<file path="src/rtl/spi_sub_burst_pkg.sv">
// Shared types for the burst-capable SPI subordinate: command opcodes and FSM states.
package spi_sub_pkg;

   typedef enum logic [1:0] {
      OP_READ     = 2'b00,
      OP_WRITE    = 2'b01,
      OP_BURST_RD = 2'b10,
      OP_BURST_WR = 2'b11
   } op_e;

   typedef enum logic [2:0] {
      IDLE,
      CMD,
      TURN,
      RESP,
      BWR,
      BRD
   } state_e;

endpackage

</file>
<file path="src/rtl/spi_sub_burst_if.sv">
// SPI pins plus the RAM-style bus of the subordinate, grouped as one interface.
interface spi_sub_burst_if #(
   parameter int DATA_W = 32,
   parameter int ADDR_W = 10
);
   logic              cs_n;
   logic              mosi;
   logic              miso;
   logic              r_en;
   logic              w_en;
   logic [ADDR_W-1:0] addr;
   logic [DATA_W-1:0] data_o;
   logic [DATA_W-1:0] data_i;
   logic              frm_err;

   modport slave (
      input  cs_n, mosi, data_i,
      output miso, r_en, w_en, addr, data_o, frm_err
   );

   modport master (
      output cs_n, mosi, data_i,
      input  miso, r_en, w_en, addr, data_o, frm_err
   );
endinterface

</file>
<file path="src/rtl/spi_sub_burst_shreg.sv">
// MSB-first shift register with clear/load; exposes only the top OUT_W bits.
module spi_shreg #(
   parameter int W     = 8,
   parameter int OUT_W = W
) (
   input  logic             sclk,
   input  logic             rst,
   input  logic             clear,
   input  logic             load,
   input  logic [W-1:0]     load_val,
   input  logic             shift,
   input  logic             sin,
   output logic [OUT_W-1:0] q
);
   logic [W-1:0] q_reg;

   always_ff @(posedge sclk or posedge rst) begin
      if (rst) begin
         q_reg <= '0;
      end else if (clear) begin
         q_reg <= '0;
      end else if (load) begin
         q_reg <= load_val;
      end else if (shift) begin
         q_reg <= {q_reg[W-2:0], sin};
      end
   end

   assign q = q_reg[W-1 -: OUT_W];
endmodule

</file>
<file path="src/rtl/spi_sub_burst.sv">
// SPI subordinate bridging single/burst read/write commands onto a RAM-style bus.
module spi_sub_burst
   import spi_sub_pkg::*;
#(
   parameter int DATA_W = 32,
   parameter int ADDR_W = 10
) (
   input logic            sclk,
   input logic            rst,
   spi_sub_burst_if.slave bus
);
   localparam int FRAME_W = 2 + ADDR_W + DATA_W;
   localparam int HDR_W   = 2 + ADDR_W;
   localparam int CNT_W   = $clog2(FRAME_W + 1);
   localparam logic [CNT_W-1:0] HDR_LAST    = CNT_W'(HDR_W - 1);
   localparam logic [CNT_W-1:0] FRAME_LAST  = CNT_W'(FRAME_W - 1);
   localparam logic [CNT_W-1:0] WORD_LAST   = CNT_W'(DATA_W - 1);
   localparam logic [CNT_W-1:0] WORD_PENULT = CNT_W'(DATA_W - 2);

   state_e            state_reg, state_next;
   op_e               op_reg, op_next;
   logic [CNT_W-1:0]  cnt_reg, cnt_next;
   logic [ADDR_W-1:0] addr_reg, addr_next;
   logic [DATA_W-1:0] data_reg, data_next;
   logic              r_en_reg, r_en_next;
   logic              w_en_reg, w_en_next;
   logic              err_reg, err_next;

   logic               rx_clr, rx_shift;
   logic [FRAME_W-1:0] rx_q, rx_sh;
   logic               tx_clr, tx_load, tx_shift;
   logic [FRAME_W-1:0] tx_val;
   logic               tx_msb;

   spi_shreg #(.W(FRAME_W), .OUT_W(FRAME_W)) u_rx (
      .sclk(sclk), .rst(rst), .clear(rx_clr), .load(1'b0), .load_val('0),
      .shift(rx_shift), .sin(bus.mosi), .q(rx_q)
   );

   spi_shreg #(.W(FRAME_W), .OUT_W(1)) u_tx (
      .sclk(sclk), .rst(rst), .clear(tx_clr), .load(tx_load), .load_val(tx_val),
      .shift(tx_shift), .sin(1'b0), .q(tx_msb)
   );

   // Receive register as it will be after this edge's shift.
   assign rx_sh = {rx_q[FRAME_W-2:0], bus.mosi};

   always_ff @(posedge sclk or posedge rst) begin
      if (rst) begin
         state_reg <= IDLE;
         op_reg    <= OP_READ;
         cnt_reg   <= '0;
         addr_reg  <= '0;
         data_reg  <= '0;
         r_en_reg  <= 1'b0;
         w_en_reg  <= 1'b0;
         err_reg   <= 1'b0;
      end else begin
         state_reg <= state_next;
         op_reg    <= op_next;
         cnt_reg   <= cnt_next;
         addr_reg  <= addr_next;
         data_reg  <= data_next;
         r_en_reg  <= r_en_next;
         w_en_reg  <= w_en_next;
         err_reg   <= err_next;
      end
   end

   always_comb begin
      state_next = state_reg;
      op_next    = op_reg;
      cnt_next   = cnt_reg;
      addr_next  = addr_reg;
      data_next  = data_reg;
      r_en_next  = 1'b0;
      w_en_next  = 1'b0;
      err_next   = 1'b0;
      rx_clr     = 1'b0;
      rx_shift   = 1'b0;
      tx_clr     = 1'b0;
      tx_load    = 1'b0;
      tx_shift   = 1'b0;
      tx_val     = '0;
      if (bus.cs_n) begin
         state_next = IDLE;
         cnt_next   = '0;
         rx_clr     = 1'b1;
         tx_clr     = 1'b1;
         err_next   = (state_reg == CMD || state_reg == BWR) && (cnt_reg != '0);
      end else begin
         case (state_reg)
            IDLE: begin
               state_next = CMD;
               rx_shift   = 1'b1;
               cnt_next   = CNT_W'(1);
            end
            CMD: begin
               rx_shift = 1'b1;
               cnt_next = cnt_reg + 1'b1;
               // op[1] of a burst header sits one below the newest bit after HDR_W-1 bits.
               if (cnt_reg == HDR_LAST && rx_q[HDR_W-2]) begin
                  state_next = TURN;
                  cnt_next   = '0;
                  op_next    = op_e'(rx_sh[HDR_W-1 -: 2]);
                  addr_next  = rx_sh[ADDR_W-1:0];
                  r_en_next  = (op_next == OP_BURST_RD);
               end else if (cnt_reg == FRAME_LAST) begin
                  state_next = TURN;
                  cnt_next   = '0;
                  op_next    = op_e'(rx_sh[FRAME_W-1 -: 2]);
                  addr_next  = rx_sh[DATA_W +: ADDR_W];
                  if (op_next == OP_WRITE) begin
                     w_en_next = 1'b1;
                     data_next = rx_sh[DATA_W-1:0];
                  end else begin
                     r_en_next = 1'b1;
                  end
               end
            end
            TURN: begin
               cnt_next = '0;
               case (op_reg)
                  OP_READ: begin
                     state_next = RESP;
                     tx_load    = 1'b1;
                     tx_val     = {rx_q[FRAME_W-1:DATA_W], bus.data_i};
                  end
                  OP_WRITE: begin
                     state_next = RESP;
                     tx_load    = 1'b1;
                     tx_val     = rx_q;
                  end
                  OP_BURST_WR: state_next = BWR;
                  default: begin
                     state_next = BRD;
                     tx_load    = 1'b1;
                     tx_val     = {bus.data_i, {HDR_W{1'b0}}};
                  end
               endcase
            end
            RESP: begin
               tx_shift = 1'b1;
               cnt_next = cnt_reg + 1'b1;
               if (cnt_reg == FRAME_LAST) begin
                  state_next = CMD;
                  cnt_next   = '0;
               end
            end
            BWR: begin
               rx_shift = 1'b1;
               if (w_en_reg) begin
                  addr_next = addr_reg + 1'b1;
               end
               if (cnt_reg == WORD_LAST) begin
                  cnt_next  = '0;
                  w_en_next = 1'b1;
                  data_next = rx_sh[DATA_W-1:0];
                  tx_load   = 1'b1;
                  tx_val    = {rx_sh[DATA_W-1:0], {HDR_W{1'b0}}};
               end else begin
                  cnt_next = cnt_reg + 1'b1;
                  tx_shift = 1'b1;
               end
            end
            BRD: begin
               cnt_next = cnt_reg + 1'b1;
               tx_shift = 1'b1;
               // Prefetch the next word during the current word's last bit.
               if (cnt_reg == WORD_PENULT) begin
                  r_en_next = 1'b1;
                  addr_next = addr_reg + 1'b1;
               end
               if (cnt_reg == WORD_LAST) begin
                  cnt_next = '0;
                  tx_shift = 1'b0;
                  tx_load  = 1'b1;
                  tx_val   = {bus.data_i, {HDR_W{1'b0}}};
               end
            end
            default: state_next = IDLE;
         endcase
      end
   end

   assign bus.miso    = tx_msb;
   assign bus.r_en    = r_en_reg;
   assign bus.w_en    = w_en_reg;
   assign bus.addr    = addr_reg;
   assign bus.data_o  = data_reg;
   assign bus.frm_err = err_reg;
endmodule

</file>
<file path="src/flat_wrapper.sv">
// flat-port wrapper written by rule: the top's interface ports become plain ports
module spi_sub_burst_flat import spi_sub_pkg::*;
#(
   parameter int DATA_W = 32,
   parameter int ADDR_W = 10
)
  (sclk, rst, bus_cs_n, bus_mosi, bus_data_i, bus_miso, bus_r_en, bus_w_en, bus_addr, bus_data_o, bus_frm_err);
  spi_sub_burst_if #(.DATA_W(DATA_W), .ADDR_W(ADDR_W)) bus_i ();
  input logic sclk;
  input logic rst;
  input wire logic [$bits(bus_i.cs_n)-1:0] bus_cs_n;
  input wire logic [$bits(bus_i.mosi)-1:0] bus_mosi;
  input wire logic [$bits(bus_i.data_i)-1:0] bus_data_i;
  output wire logic [$bits(bus_i.miso)-1:0] bus_miso;
  output wire logic [$bits(bus_i.r_en)-1:0] bus_r_en;
  output wire logic [$bits(bus_i.w_en)-1:0] bus_w_en;
  output wire logic [$bits(bus_i.addr)-1:0] bus_addr;
  output wire logic [$bits(bus_i.data_o)-1:0] bus_data_o;
  output wire logic [$bits(bus_i.frm_err)-1:0] bus_frm_err;
  assign bus_i.cs_n = bus_cs_n;
  assign bus_i.mosi = bus_mosi;
  assign bus_i.data_i = bus_data_i;
  assign bus_miso = bus_i.miso;
  assign bus_r_en = bus_i.r_en;
  assign bus_w_en = bus_i.w_en;
  assign bus_addr = bus_i.addr;
  assign bus_data_o = bus_i.data_o;
  assign bus_frm_err = bus_i.frm_err;
  spi_sub_burst #(.DATA_W(DATA_W), .ADDR_W(ADDR_W)) u_core (.sclk(sclk), .rst(rst), .bus(bus_i));
endmodule
</file>
<file path="config.mk">
export PLATFORM = sky130hd
export DESIGN_NAME = spi_sub_burst_flat
export DESIGN_NICKNAME = d
export VERILOG_FILES = /design/src/rtl/spi_sub_burst_pkg.sv /design/src/rtl/spi_sub_burst_if.sv /design/src/rtl/spi_sub_burst_shreg.sv /design/src/rtl/spi_sub_burst.sv /design/src/flat_wrapper.sv
export SDC_FILE = /design/constraint.sdc
export NUM_CORES = 1
export LEC_CHECK = 0
export ABC_AREA = 1
export CORE_UTILIZATION = 61
export CTS_CLUSTER_SIZE = 8
export DETAILED_ROUTE_END_ITERATION = 7
export HOLD_SLACK_MARGIN = 0.1
export MAX_ROUTING_LAYER = met4
export PLACE_DENSITY = 0.84
export SLEW_MARGIN = 20
export SYNTH_ARGS = -nofsm -noshare
export SYNTH_HDL_FRONTEND = slang
export SYNTH_HIERARCHICAL = 1
export SYNTH_SLANG_ARGS = --single-unit
</file>
<file path="constraint.sdc">
create_clock -name sclk -period 4.95 [get_ports sclk]
set_input_delay 0.7425 -clock sclk [delete_from_list [all_inputs] [get_ports sclk]]
set_output_delay 0.7425 -clock sclk [all_outputs]
set_load 0.02 [all_outputs]
</file>
==> results of run 1 <==
==> final cells by class <==
| cell class | instances | area share [%] |
|---|---|---|
| clock inverter | 11 | 1.05 |
| clock buffer | 20 | 4.23 |
| timing repair buffer | 91 | 8.38 |
| inverter | 92 | 3.27 |
| tap | 184 | 2.18 |
| multi-input combinational | 1140 | 46.8 |
| sequential | 144 | 34.1 |
==> report_power, final <==
part / switching, mW / internal [mW]
clock: 0.515 / 0.706
sequential: 0.138 / 1.26
combinational: 0.491 / 0.232
total: 1.14 / 2.20
==> kinds of logic after synthesis <==
kind of cell,count (synthesis),share of synthesized area [%]
simple gates,972,44.0
fa+ha+maj,4,0.546
buf+inv,172,8.81
compound gates,112,6.74
other cells,1,0.0409
flops,144,39.3
xor+xnor,6,0.573
==> layer usage <==
| layer | vias to the layer above | wire length, um | track usage [%] |
|---|---|---|---|
| met5 | - | 0 | - |
| met4 | 0 | 958 | 15.2 |
| met3 | 66 | 2630 | 5.93 |
| met2 | 494 | 12000 | 51.9 |
| met1 | 4381 | 12000 | 54.9 |
| li1 | 4519 | - | - |
==> through the flow <==
step	worst slack, ns	hold WS [ns]	util (%)
4_1_cts	1.81	0.510	72.4
3_5_place_dp	1.38	0.495	68.6
2_1_floorplan	2.84	0.476	-
5_1_grt	1.51	0.528	72.4
3_3_place_gp	1.47	0.491	68.6
6_report	1.72	0.510	72.4
==> layout by cell type (no fill, tap or decap), types with 10 or more instances in the layout <==
| cell | count |
|---|---|
| buf_4 | 10 |
| a21oi_1 | 35 |
| o211ai_1 | 20 |
| nor2_1 | 36 |
| dfrtp_1 | 144 |
| clkdlybuf4s50_1 | 81 |
| inv_1 | 80 |
| nand2_1 | 735 |
| o21ai_0 | 49 |
| conb_1 | 46 |
| clkbuf_16 | 17 |
| nand3_1 | 171 |
==> worst max-delay path, delay by kind of cell <==
| kind | cells | cell delay (ns) |
|---|---|---|
| buffers and inverters | 2 | 0.74 |
| AND/OR/NAND/NOR | 5 | 2.04 |
==> synthesized netlist by cell type, types with 5 or more instances <==
library cell / n
nor2_1: 36
o21ai_1: 5
inv_2: 8
buf_4: 30
nor2_4: 5
clkbuf_1: 17
nand2_1: 735
xnor2_1: 5
o211ai_1: 20
nand3_1: 171
dfrtp_1: 144
o21ai_0: 49
buf_2: 28
inv_1: 83
a21oi_1: 35
nand2_2: 5
==> how the worst max path moves through the flow <==
stage                                              to                          from  cells after the start  slack, ns
finish              u_core/bus.data_o[21]$_DFFE_PP0P_                      bus_cs_n                      7       1.72
global route        u_core/u_tx/q_reg[35]$_DFFE_PP0P_  u_core/op_reg[1]$_DFFE_PP0P_                      9       1.51
CTS                 u_core/bus.data_o[21]$_DFFE_PP0P_                      bus_cs_n                      7       1.81
detailed placement  u_core/bus.data_o[17]$_DFFE_PP0P_                      bus_cs_n                      7       1.38
global placement    u_core/bus.data_o[28]$_DFFE_PP0P_                      bus_cs_n                      7       1.47
floorplan              u_core/bus.addr[0]$_DFFE_PP0P_                           rst                      1       2.84
==> qor.yml, run 1 <==
yosys:
  syn-mean-instance-area_um2: 6.50
  async_reset_ff_share_pct: 100
  synth.distinct_cells: 34
  synth_edf_count: 0
  synth_seq_cells: 144
  postSynthCellCount: 1411
  synth_top_flop_cell: "dfrtp_1"
  synth.largest_area_cell: "dfrtp_1"
  synthDominantCellAreaShare_pct: 39.3
  yosysWarnings: 6
  syn_area_um2: 9170
  synth_area_leaders: "dfrtp_1 (39%), nand2_1 (30%), nand3_1 (9.3%)"
  seq_area_frac_synth_pct: 39.3
min_path:
  min_to: "u_core/bus.data_o[16]$_DFFE_PP0P_"
  hp-class: "flip-flop to flip-flop"
  hold_start: "u_core/bus.data_o[16]$_DFFE_PP0P_"
  hold_path_depth: 2
routing:
  dr.first_iter.drc_count: 1163
  routed_wl_um: 27600
  route.vias.total: 9460
  firstDrtPassIters: 5
  drc_errors: 0
  via_per_inst: 5.62
  routedWlPerCell_um: 16.4
  antenna_left: 0
pwr:
  total_power_mw: 3.34
  power_density_nw_per_um2: 316
  peakVddDrop_mv: 0.241
  leakage_nw: 5.72
global_route:
  grt_pass1_vias: 8424
  grt_pass1_wl_um: 44800
  grtUsageTotal_pct: 37.5
  overflow: 0
  grt_max_degree: 47
  antenna_found_initial: 0
clock_network:
  post_cts_buffers: 0
  cts-root-buf: "clkbuf_16"
  cts_buffer_depth: 2
  clock-sinks: 144
  clk_latency_ns: 0.42
  ctsHtreeMaxLevel: 4
  cts_tree: "done"
  cts_buffers: 17
  ctsHoldBuffers: 0
  postCtsResizedCells: 0
  clk_pin_slew_ns: 0.06
critical_path:
  cp_common_cell: "nand2_1"
  cp_max_fo: 33
  worstPathArrival_ns: 3.58
  critical-path-slowest-cell: "nand2_2"
  timing.setup.critical_path_class: "input pin to flip-flop"
  critPathLaunchType: "input pin"
  crit_required_ns: 5.30
  end_kind: "flip-flop"
  r2r_start: "u_core/op_reg[1]$_DFFE_PP0P_"
  reg2reg_slack_ns: 1.79
  crit_chain: "clkdlybuf4s50_1 -> buf_4 -> nor2_2 -> nand4_2 -> nand2_2 -> nand2_1 -> nand2_1"
  timing.rr.end: "u_core/u_tx/q_reg[35]$_DFFE_PP0P_"
  rr_worst_depth: 9
  cpPeakStageDelay_ns: 0.89
floorplan:
  pin_count: 82
  core_um2: 14600
  die_h_um: 125
  design.die.area_um2: 15500
  fp-row-count: 44
  start_util_pct: 62.9
  die_x_um: 125
placed_design:
  gp_congestion: 0.985
  placed_area_um2: 10000
  numPortBuffers: 81
  hpwlAfterDp_um: 18500
  place_inst: 1651
timing:
  setup_tns_ns: 0
  setup_viol: 0
  fin_skew_ns: 0.00846
  period_needed_ns: 3.23
  fin_crit_sh_pct: 65.2
  final_max_slew_viol_count: 0
  hold_viol_final: 0
  relSlewSlack_pct: 35.7
  clock.fmax_ghz: 0.310
  rsz0062_at_grt: "no"
  worstMarginPinSlew_ns: 0.963
layout:
  drive_gt1_share_pct: 4.61
  antenna_cells: 0
  final_cell_area_um2: 10600
  layout.cells.non_filler: 1682
  syn2layout_area_growth_pct: 15.2
  nNetsFinal: 1526
  multi_input_area_um2: 4940
  fillers: 1245
  seqCellArea_um2: 3600
status:
  outcome: "finished clean"
job:
  maxCapViolCount: 0
(Power assumes the default switching activity.)
==> run 2: changes to the inputs <==
Settings changed: CORE_UTILIZATION 61 to 59, PLACE_DENSITY 0.84 to 0.81.
Clock period 4.95 ns to 3.2 ns, I/O delays scaled along.
==> run 2 against run 1 <==
Die area is 3.3% higher. Worst hold slack worse by 0.055 ns. Wire length is 0.21% lower. Sequential power is 55% higher. Core utilization is 2.1 points lower. First-iteration DRC count is 1.0% lower. Critical path depth is 4 higher. Via count hardly changed. Design area is 1.2% higher. Combinational power is 58% higher. Clock power is 66% higher.
==> qor.yml, run 2 (synthesis results as in run 1) <==
clock_network:
  post_cts_buffers: 0  # unchanged
  cts_buffers: 17  # unchanged
  cts_buffer_depth: 2  # unchanged
  clk_latency_ns: 0.44  # was 0.42 ns
  postCtsResizedCells: 0  # unchanged
  cts-root-buf: "clkbuf_16"  # unchanged
  ctsHoldBuffers: 0  # unchanged
  clock-sinks: 144  # unchanged
  ctsHtreeMaxLevel: 4  # unchanged
  clk_pin_slew_ns: 0.06  # about the same
  cts_tree: "done"  # unchanged
routing:
  wl_met1_um: 11700  # was 12000 um
  highest_layer: "met4"  # unchanged
  drc_errors: 0  # unchanged
  firstDrtPassIters: 6  # was 5
  route.vias.total: 9466  # was 9460
  routed_wl_um: 27500  # was 27600 um
  routedWlPerCell_um: 16.2  # was 16.4 um
  via_per_inst: 5.57  # was 5.62
  antenna_left: 0  # unchanged
  wl_met3_um: 2480  # was 2630 um
  dr_wl_met2_um: 12200  # was 12000 um
  dr.first_iter.drc_count: 1151  # was 1163
timing:
  clock.fmax_ghz: 0.399
  hold-worst-slack_ns: 0.454  # was 0.510 ns
  hold_viol_final: 0  # unchanged
  fin_skew_ns: 0.00675  # was 0.00846 ns
  worst_slack_ns: 0.693  # was 1.72 ns
  setup_viol: 0  # unchanged
  worstMarginPinSlew_ns: 0.791  # was 0.963 ns
  fin_crit_sh_pct: 78.4
  relSlewSlack_pct: 47.2  # was 35.7%
  setup_tns_ns: 0  # unchanged
  rsz0062_at_grt: "no"  # unchanged
  period_needed_ns: 2.51
  final_max_slew_viol_count: 0  # unchanged
critical_path:
  timing.setup.critical_path_class: "flip-flop to flip-flop"  # was input pin to flip-flop
  crit_required_ns: 3.57  # was 5.30 ns
  critical-path-slowest-cell: "dfrtp_1"  # was nand2_2
  cp_common_cell: "nand2_1"  # unchanged
  end_kind: "flip-flop"  # unchanged
  worstPathArrival_ns: 2.88  # was 3.58 ns
  critPathLaunchType: "flip-flop"  # was input pin
  crit_chain: "inv_2 -> nand2_1 -> nor2_2 -> buf_4 -> o21ai_0 -> a31oi_4 -> buf_4 -> nand2_1 -> nand2_1 -> nand2_1 -> nand2_1"  # was clkdlybuf4s50_1 -> buf_4 -> nor2_2 -> nand4_2 -> nand2_2 -> nand2_1 -> nand2_1
  cp_max_fo: 41  # was 33
  cpPeakStageDelay_ns: 0.47  # was 0.89 ns
floorplan:
  die_x_um: 127  # was 125 um
  design.die.area_um2: 16000  # was 15500 um2
  start_util_pct: 60.3  # was 62.9%
  fp-row-count: 45  # was 44
  core_um2: 15200  # was 14600 um2
  pin_count: 82  # unchanged
  die_h_um: 127  # was 125 um
global_route:
  antenna_found_initial: 0  # unchanged
  grt_pass1_vias: 8438  # was 8424
  grt_pass1_wl_um: 43900  # was 44800 um
  grtUsageTotal_pct: 36.5  # was 37.5%
  overflow: 0  # unchanged
  grt_max_degree: 47  # unchanged
layout:
  drive_gt1_share_pct: 5.56  # was 4.61%
  layout.cells.non_filler: 1699  # was 1682
  layout_common_cells: "nand2_1 (735), nand3_1 (171), dfrtp_1 (144), clkdlybuf4s50_1 (81), inv_1 (81)"  # was nand2_1 (735), nand3_1 (171), dfrtp_1 (144), clkdlybuf4s50_1 (81), inv_1 (80)
  syn2layout_area_growth_pct: 16.6  # was 15.2%
  final_common_cell: "nand2_1"  # unchanged
  nNetsFinal: 1538  # was 1526
  antenna_cells: 0  # unchanged
pwr:
  power.switching_mw: 1.83  # was 1.14 mW
  power_density_nw_per_um2: 499  # was 316 nW/um2
  power.share.combinational_pct: 21.3  # was 21.6%
  clockPowerShare_pct: 38.0  # was 36.5%
  peakVddDrop_mv: 0.452  # was 0.241 mV
  leakage_nw: 5.80  # was 5.72 nW
  internal-power_mw: 3.51  # was 2.20 mW
  switching_share_pct: 34.3  # was 34.2%
  seqPwrFrac_pct: 40.7  # was 41.9%
min_path:
  hp-class: "input pin to asynchronous set/reset pin"  # was flip-flop to flip-flop
placed_design:
  gp_congestion: 1.04  # was 0.985
  hpwlAfterDp_um: 18600  # was 18500 um
  place_inst: 1667  # was 1651
  numPortBuffers: 81  # unchanged
  place_ws_ns: 0.711  # was 1.38 ns
job:
  maxCapViolCount: 0  # unchanged
status:
  outcome: "finished clean"  # unchanged
[run 2: cell types whose count changed in the layout (fill, tap and decap cells not counted), sizes merged]
cell,change
clkbuf,-1
buf,+12
clkinvlp,-1
bufinv,+1
inv,+6
clkinv,-4
[run 2: power groups by stage]
stage | registers [mW] | clock network (mW) | logic, mW
floorplan | 2.18 | 0 | 0.726
global placement | 2.19 | 0 | 1.09
detailed placement | 2.19 | 0 | 1.11
CTS | 2.16 | 2.05 | 1.12
global route | 2.18 | 2.12 | 1.25
finish | 2.17 | 2.03 | 1.14
[run 2: worst paths after layout]
kind                                                        start                                end  slack [ns]  cells after the start
worst max-delay path              u_core/state_reg[2]$_DFFE_PP0P_  u_core/u_tx/q_reg[34]$_DFFE_PP0P_        0.69                     11
max in group asynchronous                                     rst  u_core/bus.data_o[28]$_DFFE_PP0P_        2.06                      3
min in group sclk               u_core/bus.data_o[24]$_DFFE_PP0P_  u_core/bus.data_o[24]$_DFFE_PP0P_        0.51                      2
worst min-delay path                                          rst  u_core/bus.data_o[18]$_DFFE_PP0P_        0.45                      2
worst max register to register    u_core/state_reg[2]$_DFFE_PP0P_  u_core/u_tx/q_reg[34]$_DFFE_PP0P_        0.69                     11
worst min register to register  u_core/bus.data_o[24]$_DFFE_PP0P_  u_core/bus.data_o[24]$_DFFE_PP0P_        0.51                      2
[run 2: final cells by class]
| class | count | area [um2] |
|---|---|---|
| multi-input combinational | 1140 | 4940 |
| fill | 1323 | 4500 |
| sequential | 144 | 3600 |
| timing repair buffer | 103 | 976 |
| clock buffer | 19 | 443 |
| inverter | 92 | 345 |
| tap | 188 | 235 |
| clock inverter | 13 | 151 |
[run 2: through the flow]
step	power [mW]	utilization, %	area [um2]
floorplan	2.91	-	9340
global placement	3.29	66.5	10100
detailed placement	3.30	66.5	10100
CTS	5.32	70.4	10700
global route	5.56	70.4	10700
finish	5.33	70.4	10700
[run 2: metal layers]
metal  track usage [%]  up-vias
li1                  -     4553
met1              49.9     4350
met2              53.0      489
met3              5.82       74
met4              17.9        0
met5                 -        -
[run 2: worst max-delay path, delay by kind of cell, from the launching register on]
family,cells,cell delay [ns]
and+or+nand+nor,6,0.58
AOI/OAI and AO/OA,2,0.62
buffers and inverters,3,0.77
DFF,1,0.47
==> run 3: changes to the inputs <==
Settings changed: CORE_UTILIZATION 59 to 53, PLACE_DENSITY 0.81 to 0.77.
Clock period 3.2 ns to 2.2 ns, I/O delays scaled along.
==> run 3 against run 2 <==
Clock-buffer cell count up 1. Critical path depth up 2. Non-clock buffer count up 34. First-iteration DRC count down 6.0%. Wire length up 6.1%. Combinational power up 63%. Design area up 4.5%. Final cell count up 3.9%. Clock skew up 0.0027 ns. Critical endpoint is now u_core/u_tx/q_reg[1]$_DFFE_PP0P_.
==> qor.yml, run 3 (synthesis results as in run 1) <==
timing:
  setup_viol: 0  # unchanged
  hold_viol_final: 0  # unchanged
  final_max_slew_viol_count: 0  # unchanged
  relSlewSlack_pct: 54.7  # was 47.2%
  worst_slack_ns: 0.108  # was 0.693 ns
  clock.fmax_ghz: 0.478  # was 0.399 GHz
  period_needed_ns: 2.09  # was 2.51 ns
  fin_skew_ns: 0.00942  # was 0.00675 ns
  rsz0062_at_grt: "no"  # unchanged
  fin_crit_sh_pct: 95.1  # was 78.4%
  setup_tns_ns: 0  # unchanged
  worstMarginPinSlew_ns: 0.675  # was 0.791 ns
clock_network:
  cts_buffers: 17  # unchanged
  clock-sinks: 144  # unchanged
  cts_buffer_depth: 2  # unchanged
  ctsHtreeMaxLevel: 4  # unchanged
  clk_pin_slew_ns: 0.07  # was 0.06 ns
  ctsHoldBuffers: 0  # unchanged
  cts_tree: "done"  # unchanged
  clk_latency_ns: 0.44  # about the same
  cts-root-buf: "clkbuf_16"  # unchanged
placed_design:
  hpwlAfterDp_um: 20100  # was 18600 um
  numPortBuffers: 81  # unchanged
  gp_congestion: 1.03  # was 1.04
  place_ws_ns: 0.0739  # was 0.711 ns
global_route:
  grt_max_degree: 47  # unchanged
  grtUsageTotal_pct: 33.8  # was 36.5%
  grt_pass1_wl_um: 45300  # was 43900 um
  overflow: 0  # unchanged
  grt_pass1_vias: 8636  # was 8438
  antenna_found_initial: 0  # unchanged
status:
  outcome: "finished clean"  # unchanged
floorplan:
  design.die.area_um2: 17800  # was 16000 um2
  die_h_um: 134  # was 127 um
  core_um2: 16800  # was 15200 um2
  pin_count: 82  # unchanged
  die_x_um: 134  # was 127 um
  start_util_pct: 54.7  # was 60.3%
  fp-row-count: 47  # was 45
min_path:
  hp-class: "input pin to asynchronous set/reset pin"  # unchanged
critical_path:
  critPathLaunchType: "flip-flop"  # unchanged
  end_kind: "flip-flop"  # unchanged
  timing.setup.critical_path_class: "flip-flop to flip-flop"  # unchanged
  reg2reg_slack_ns: 0.11  # was 0.69 ns
  r2r_start: "u_core/cnt_reg[1]$_DFFE_PP0P_"  # was u_core/state_reg[2]$_DFFE_PP0P_
  timing.rr.end: "u_core/u_tx/q_reg[1]$_DFFE_PP0P_"  # was u_core/u_tx/q_reg[34]$_DFFE_PP0P_
  rr_worst_depth: 13  # was 11
  cp_max_fo: 12  # was 41
  worstPathArrival_ns: 2.46  # was 2.88 ns
  crit_required_ns: 2.57  # was 3.57 ns
routing:
  dr.first_iter.drc_count: 1082  # was 1151
  firstDrtPassIters: 6  # unchanged
  antenna_left: 0  # unchanged
  routed_wl_um: 29200  # was 27500 um
  drc_errors: 0  # unchanged
  via_per_inst: 5.49  # was 5.57
  routedWlPerCell_um: 16.5  # was 16.2 um
  route.vias.total: 9686  # was 9466
layout:
  layout_common_cells: "nand2_1 (734), nand3_1 (171), dfrtp_1 (144), clkdlybuf4s50_1 (81), inv_1 (80)"  # was nand2_1 (735), nand3_1 (171), dfrtp_1 (144), clkdlybuf4s50_1 (81), inv_1 (81)
  final_common_cell: "nand2_1"  # unchanged
  nNetsFinal: 1572  # was 1538
  drive_gt1_share_pct: 7.64  # was 5.56%
  final_util_pct: 66.7  # was 70.4%
  syn2layout_area_growth_pct: 22.0  # was 16.6%
job:
  maxCapViolCount: 0  # unchanged
pwr:
  power_density_nw_per_um2: 700  # was 499 nW/um2
  peakVddDrop_mv: 0.572  # was 0.452 mV
  leakage_nw: 6.03  # was 5.80 nW
==> run 3: cell types whose count changed in the layout (fill, tap and decap cells not counted), moves of 2 or more <==
cell / before / now
buf_6: 0 / 2
clkinv_1: 1 / 3
buf_12: 0 / 13
inv_6: 4 / 1
buf_4: 22 / 39
clkbuf_16: 17 / 19
==> run 3: layout make-up <==
| type | count | area [um2] |
|---|---|---|
| Antenna cell | 1 | 2.50 |
| Clock buffer | 20 | 457 |
| Clock inverter | 11 | 109 |
| Fill cell | 1476 | 5580 |
| Inverter | 92 | 345 |
| Multi-Input combinational cell | 1140 | 4960 |
| Sequential cell | 144 | 3600 |
| Tap cell | 220 | 275 |
| Timing Repair Buffer | 137 | 1440 |
==> run 3: worst max-delay path by stage <==
stage | startpoint | endpoint
2_1_floorplan | u_core/cnt_reg[1]$_DFFE_PP0P_ | u_core/u_tx/q_reg[43]$_DFFE_PP0P_
3_3_place_gp | bus_cs_n | u_core/bus.data_o[6]$_DFFE_PP0P_
3_5_place_dp | u_core/cnt_reg[1]$_DFFE_PP0P_ | u_core/u_tx/q_reg[37]$_DFFE_PP0P_
4_1_cts | u_core/cnt_reg[1]$_DFFE_PP0P_ | u_core/u_tx/q_reg[41]$_DFFE_PP0P_
5_1_grt | u_core/cnt_reg[1]$_DFFE_PP0P_ | u_core/u_tx/q_reg[32]$_DFFE_PP0P_
6_report | u_core/cnt_reg[1]$_DFFE_PP0P_ | u_core/u_tx/q_reg[1]$_DFFE_PP0P_
==> run 3: stage by stage <==
stage,cell area (um2),hold WS [ns],power (mW),instances
4_1_cts,11100,0.298,7.76,1757
2_1_floorplan,9340,0.440,4.23,1456
5_1_grt,11200,0.334,8.14,1764
6_report,11200,0.292,7.82,1765
3_5_place_dp,10500,0.495,4.95,1726
3_3_place_gp,10500,0.492,4.93,1726
==> run 3: power breakdown <==
part	internal (mW)	leakage, nW	switching, mW
clock	1.62	0.270	1.19
combinational	0.685	3.79	1.18
sequential	2.84	1.97	0.312
==> run 3: layer usage <==
metal	global-route usage [%]	up-vias	part of all wire [%]
li1	-	4635	-
met1	45.5	4485	42
met2	49.5	488	45
met3	7.12	78	9.3
met4	13.7	0	3.6
met5	-	-	0
==> run 3: worst max-delay path, cell delays in order, from the launching register on <==
cell and delay [ns]:
dfrtp_1 0.37, ha_1 0.17, inv_1 0.08, nor2_4 0.16, nand2_4 0.11, inv_2 0.09
nand2_2 0.09, a31oi_4 0.23, buf_4 0.18, nor2_8 0.06, nor2_8 0.19, buf_12 0.17
nand2_1 0.06, nand2_1 0.06
==> run 3: what timing repair did <==
action / 4_1_cts / 5_1_grt
gates resized for setup: 0 / 4
endpoints found under the setup margin: 0 / 40
setup buffers: 0 / 5
==> RTL change 1, RTL diff (settings of run 3) <==
Compare `cnt_reg` against `WORD_LAST` with >= in place of ==.
--- a/src/rtl/spi_sub_burst.sv
+++ b/src/rtl/spi_sub_burst.sv
@@ -153,5 +153,5 @@
                   addr_next = addr_reg + 1'b1;
                end
-               if (cnt_reg == WORD_LAST) begin
+               if (cnt_reg >= WORD_LAST) begin
                   cnt_next  = '0;
                   w_en_next = 1'b1;
Behaviour: same outputs for any inputs over 10 cycles, from zero or initial values and one cycle with rst high; that may be too few to reach the edited logic, so the function may still have changed.
==> RTL change 1 against run 3 <==
- synthesized area decreased by 0.91%
- count of clock-buffer cells in the layout decreased by 2
- die area decreased by 0.90%
- hold slack improved by 0.013 ns
- sequential cell count unchanged
- critical endpoint is now u_core/u_tx/q_reg[22]
- sequential share of layout area increased by 0.21 points
- design area decreased by 0.65%
- first-iteration DRC count increased by 18%
- routed wire length increased by 1.2%
- total power increased by 4.5%
- via count decreased by 0.70%
- setup slack got worse by 0.066 ns
==> RTL change 1: results (changes against run 3) <==
stage;metric;value;unit;change
finish;# nets final;1559;;-0.83%
route;DRT Wirelength;29.6;mm;+1.2%
placed_design;gpl congestion;0.963;;-6.4%
power_and_ir_drop;Comb pwr share;26.6;%;+2.8 points
logic_synthesis;Post-Synth Adder-Cell Area;0.551;%;+0.0050 points
setup_path;CP max FO;7;;-5
logic_synthesis;library cells used by synthesis;35;;+2.9%
power_and_ir_drop;VDD IR max;583;uV;+1.8%
setup_path;flop-to-flop setup slack;0.04;ns;-0.07 ns
global_routing;vias in the first global route;8687;;+0.59%
global_routing;GRT Total Usage;35.1;%;+1.3 points
finish;final design utilization;66.8;%;about the same
logic_synthesis;Seq/Total Area, Yosys;39.7;%;+0.36 points
placed_design;Post-DP Area;10400;um^2;-1.1%
logic_synthesis;Compound-Gate Fraction of Synth Area;9.80;%;+3.1 points
setup_path;R2R cell count;11;;-2
setup_path;crit path capture;u_core/u_tx/q_reg[22];;
logic_synthesis;largest cells by area after synthesis;dfrtp_1, nand2_1, nand3_1;;
logic_synthesis;Syn Area/Cell;6.56;um^2;+0.87%
global_routing;maximum number of pins on one net before global-route repair;57;;+21%
setup_path;Worst setup startpoint;u_core/state_reg[0];;
timing;final hold slack;0.305;ns;+0.0127 ns
route;total number of vias;9618;;-0.70%
setup_path;largest stage delay on the critical path;0.43;ns;+0.06 ns
logic_synthesis;Post-Synth XOR/XNOR Area;0.482;%;-0.091 points
placed_design;Post-DP HPWL;20.5;mm;+2.1%
outcome;status;completed;;
logic_synthesis;Commonest cells post-synth;nand2_1, dfrtp_1, nand3_1;;
timing;Slew HR;62.5;%;+7.7 points
placed_design;dpl ws;0.0804;ns;+0.00653 ns
power_and_ir_drop;P_sw;2.97;mW;+11%
timing;fmax;463;MHz;-3.1%
timing;Clock Skew;0.0133;ns;+0.00392 ns
route;DR iter-0 viols;1282;;+18%
RTL change 1: tightest hold or removal path: stages:
cell	delay, ns
clkdlybuf4s50_1	0.46
inv_2	0.09
buf_12	0.25
RTL change 1: per-layer routing:
layer | vias to the layer above | routed length (um) | track usage (%)
met5 | - | 0 | -
met4 | 0 | 776 | 12.0
met3 | 58 | 2540 | 6.28
met2 | 471 | 13700 | 52.9
met1 | 4493 | 12600 | 47.4
li1 | 4596 | - | -
RTL change 1: cell type report:
type / count / area share [%]
Tap cell: 220 / 2.48
Inverter: 108 / 3.70
Multi-Input combinational cell: 1107 / 43.7
Sequential cell: 144 / 32.4
Timing Repair Buffer: 141 / 12.5
Clock buffer: 18 / 3.86
Clock inverter: 14 / 1.31
RTL change 1: power by group through the flow:
stage               logic, mW  clock network (mW)  registers [mW]
finish                   2.18                2.86            3.13
global route             2.37                3.00            3.15
CTS                      2.03                2.88            3.12
detailed placement       2.03                   0            3.17
global placement         2.01                   0            3.17
floorplan                1.26                   0            3.17
==> RTL change 2, RTL diff (config.mk and constraints of run 3) <==
Made on the original files. `ADDR_W` is set to 10 in 3 places; all go to 11.
--- a/src/rtl/spi_sub_burst_if.sv
+++ b/src/rtl/spi_sub_burst_if.sv
@@ -2,5 +2,5 @@
 interface spi_sub_burst_if #(
    parameter int DATA_W = 32,
-   parameter int ADDR_W = 10
+   parameter int ADDR_W = 11
 );
    logic              cs_n;
--- a/src/rtl/spi_sub_burst.sv
+++ b/src/rtl/spi_sub_burst.sv
@@ -4,5 +4,5 @@
 #(
    parameter int DATA_W = 32,
-   parameter int ADDR_W = 10
+   parameter int ADDR_W = 11
 ) (
    input logic            sclk,
--- a/src/flat_wrapper.sv
+++ b/src/flat_wrapper.sv
@@ -3,5 +3,5 @@
 #(
    parameter int DATA_W = 32,
-   parameter int ADDR_W = 10
+   parameter int ADDR_W = 11
 )
   (sclk, rst, bus_cs_n, bus_mosi, bus_data_i, bus_miso, bus_r_en, bus_w_en, bus_addr, bus_data_o, bus_frm_err);
Ports: changed (resized bus_addr); port bits go from 82 to 83. No check against the original RTL was run, so the function may have changed too.
==> RTL change 2 against run 3 <==
- sequential cell count is 3 higher
- design area is 2.3% higher
- setup slack better by 0.012 ns
- total power grew 19%
- synthesized area grew 4.0%
- clock skew rose by 0.0017 ns
- die area is 4.0% higher
- routed wire length increased by 3.6%
- clock power grew 4%
==> RTL change 2: results (changes against run 3) <==
stage;metric;value;unit;change
route;DRT Wirelength;30.2;mm;+3.6%
timing;Clock Skew;0.0111;ns;+0.00165 ns
setup_path;R2R cell count;11;;-2
finish;# nets final;1577;;+0.32%
route;Pre-Repair DR Iteration Count;7;;+1
power_and_ir_drop;power in combinational cells;2.96;mW;+59%
global_routing;M3 GR Usage;5.07;%;-2.0 points
global_routing;maximum number of pins on one net before global-route repair;65;;+38%
global_routing;met2 Use GR;49.9;%;+0.46 points
timing;final hold slack;0.294;ns;+0.00151 ns
timing;Final min period;2.08;ns;-0.0122 ns
global_routing;GRT Total Usage;34.0;%;+0.23 points
setup_path;crit path capture;u_core/u_tx/q_reg[33];;
placed_design;gpl congestion;0.921;;-11%
global_routing;vias in the first global route;8865;;+2.7%
global_routing;GRT met1 Usage;46.2;%;+0.67 points
global_routing;first-pass GRT wire length;46.7;mm;+3.2%
placed_design;Post-DP Area;10700;um^2;+2.2%
setup_path;CP max FO;23;;+11
placed_design;dpl cells;1736;;+0.58%
logic_synthesis;library cells used by synthesis;37;;+8.8%
power_and_ir_drop;Leakage;5.88;nW;-2.4%
logic_synthesis;Syn Area/Cell;6.70;um^2;+3.1%
placed_design;dpl ws;-0.0206;ns;-0.0944 ns
outcome;status;completed;;
logic_synthesis;largest cells by area after synthesis;dfrtp_1, nand2_1, nand3_1;;
power_and_ir_drop;power share of the sequential group;36.7;%;-3.6 points
logic_synthesis;Seq/Total Area, Yosys;38.6;%;-0.73 points
route;drt via density;5.52;;+0.54%
power_and_ir_drop;P_sw;3.54;mW;+32%
power_and_ir_drop;Comb pwr share;31.8;%;+8.0 points
setup_path;largest stage delay on the critical path;0.41;ns;+0.04 ns
placed_design;number of port buffers;82;;+1.2%
logic_synthesis;yosys warns;6;;unchanged
setup_path;R2R Path Start;u_core/cnt_reg[0];;
finish;share of layout cells above drive strength 1;11.5;%;+3.8 points
clock_network;buffer count from post-CTS setup fixing;0;;unchanged
clock_network;TritonCTS Buffers;17;;unchanged
route;DR iter-0 viols;1067;;-1.4%
power_and_ir_drop;VDD IR max;659;uV;+15%
clock_network;Root Buffer;clkbuf_16;;
route;met3 wire length;2.55;mm;-6.6%
route;WL met1;12.7;mm;+4.0%
RTL change 2: cell count changes after synthesis, sizes merged, moves of 3 or more:
cell,before,now
nand2,741,685
o21ai,55,99
inv,91,126
nand3,172,141
a21oi,35,56
nor2,47,41
xnor2,5,0
xor2,1,6
dfrtp,144,147
RTL change 2: layout make-up:
type                    instances  area, um^2  area share (%)
flip-flops and latches        147        3680            32.1
clock inverters                12         121            1.06
inverters                     127         484            4.23
repair buffers                127        1320            11.6
clock buffers                  20         457            3.99
well taps                     225         282            2.46
multi-input cells            1117        5100            44.6
RTL change 2: cells by family (layout without fill, tap and decap cells):
| group | after synthesis | count (layout) | share of synthesized area, % |
|---|---|---|---|
| AO/OA/AOI/OAI | 178 | 178 | 11.2 |
| flip-flops | 147 | 147 | 38.6 |
| other | 1 | 48 | 0.0393 |
| buffers and inverters | 207 | 286 | 10.4 |
| adder cells (fa/ha/maj) | 4 | 4 | 0.525 |
| AND/OR/NAND/NOR | 880 | 881 | 38.7 |
| XOR/XNOR | 6 | 6 | 0.551 |
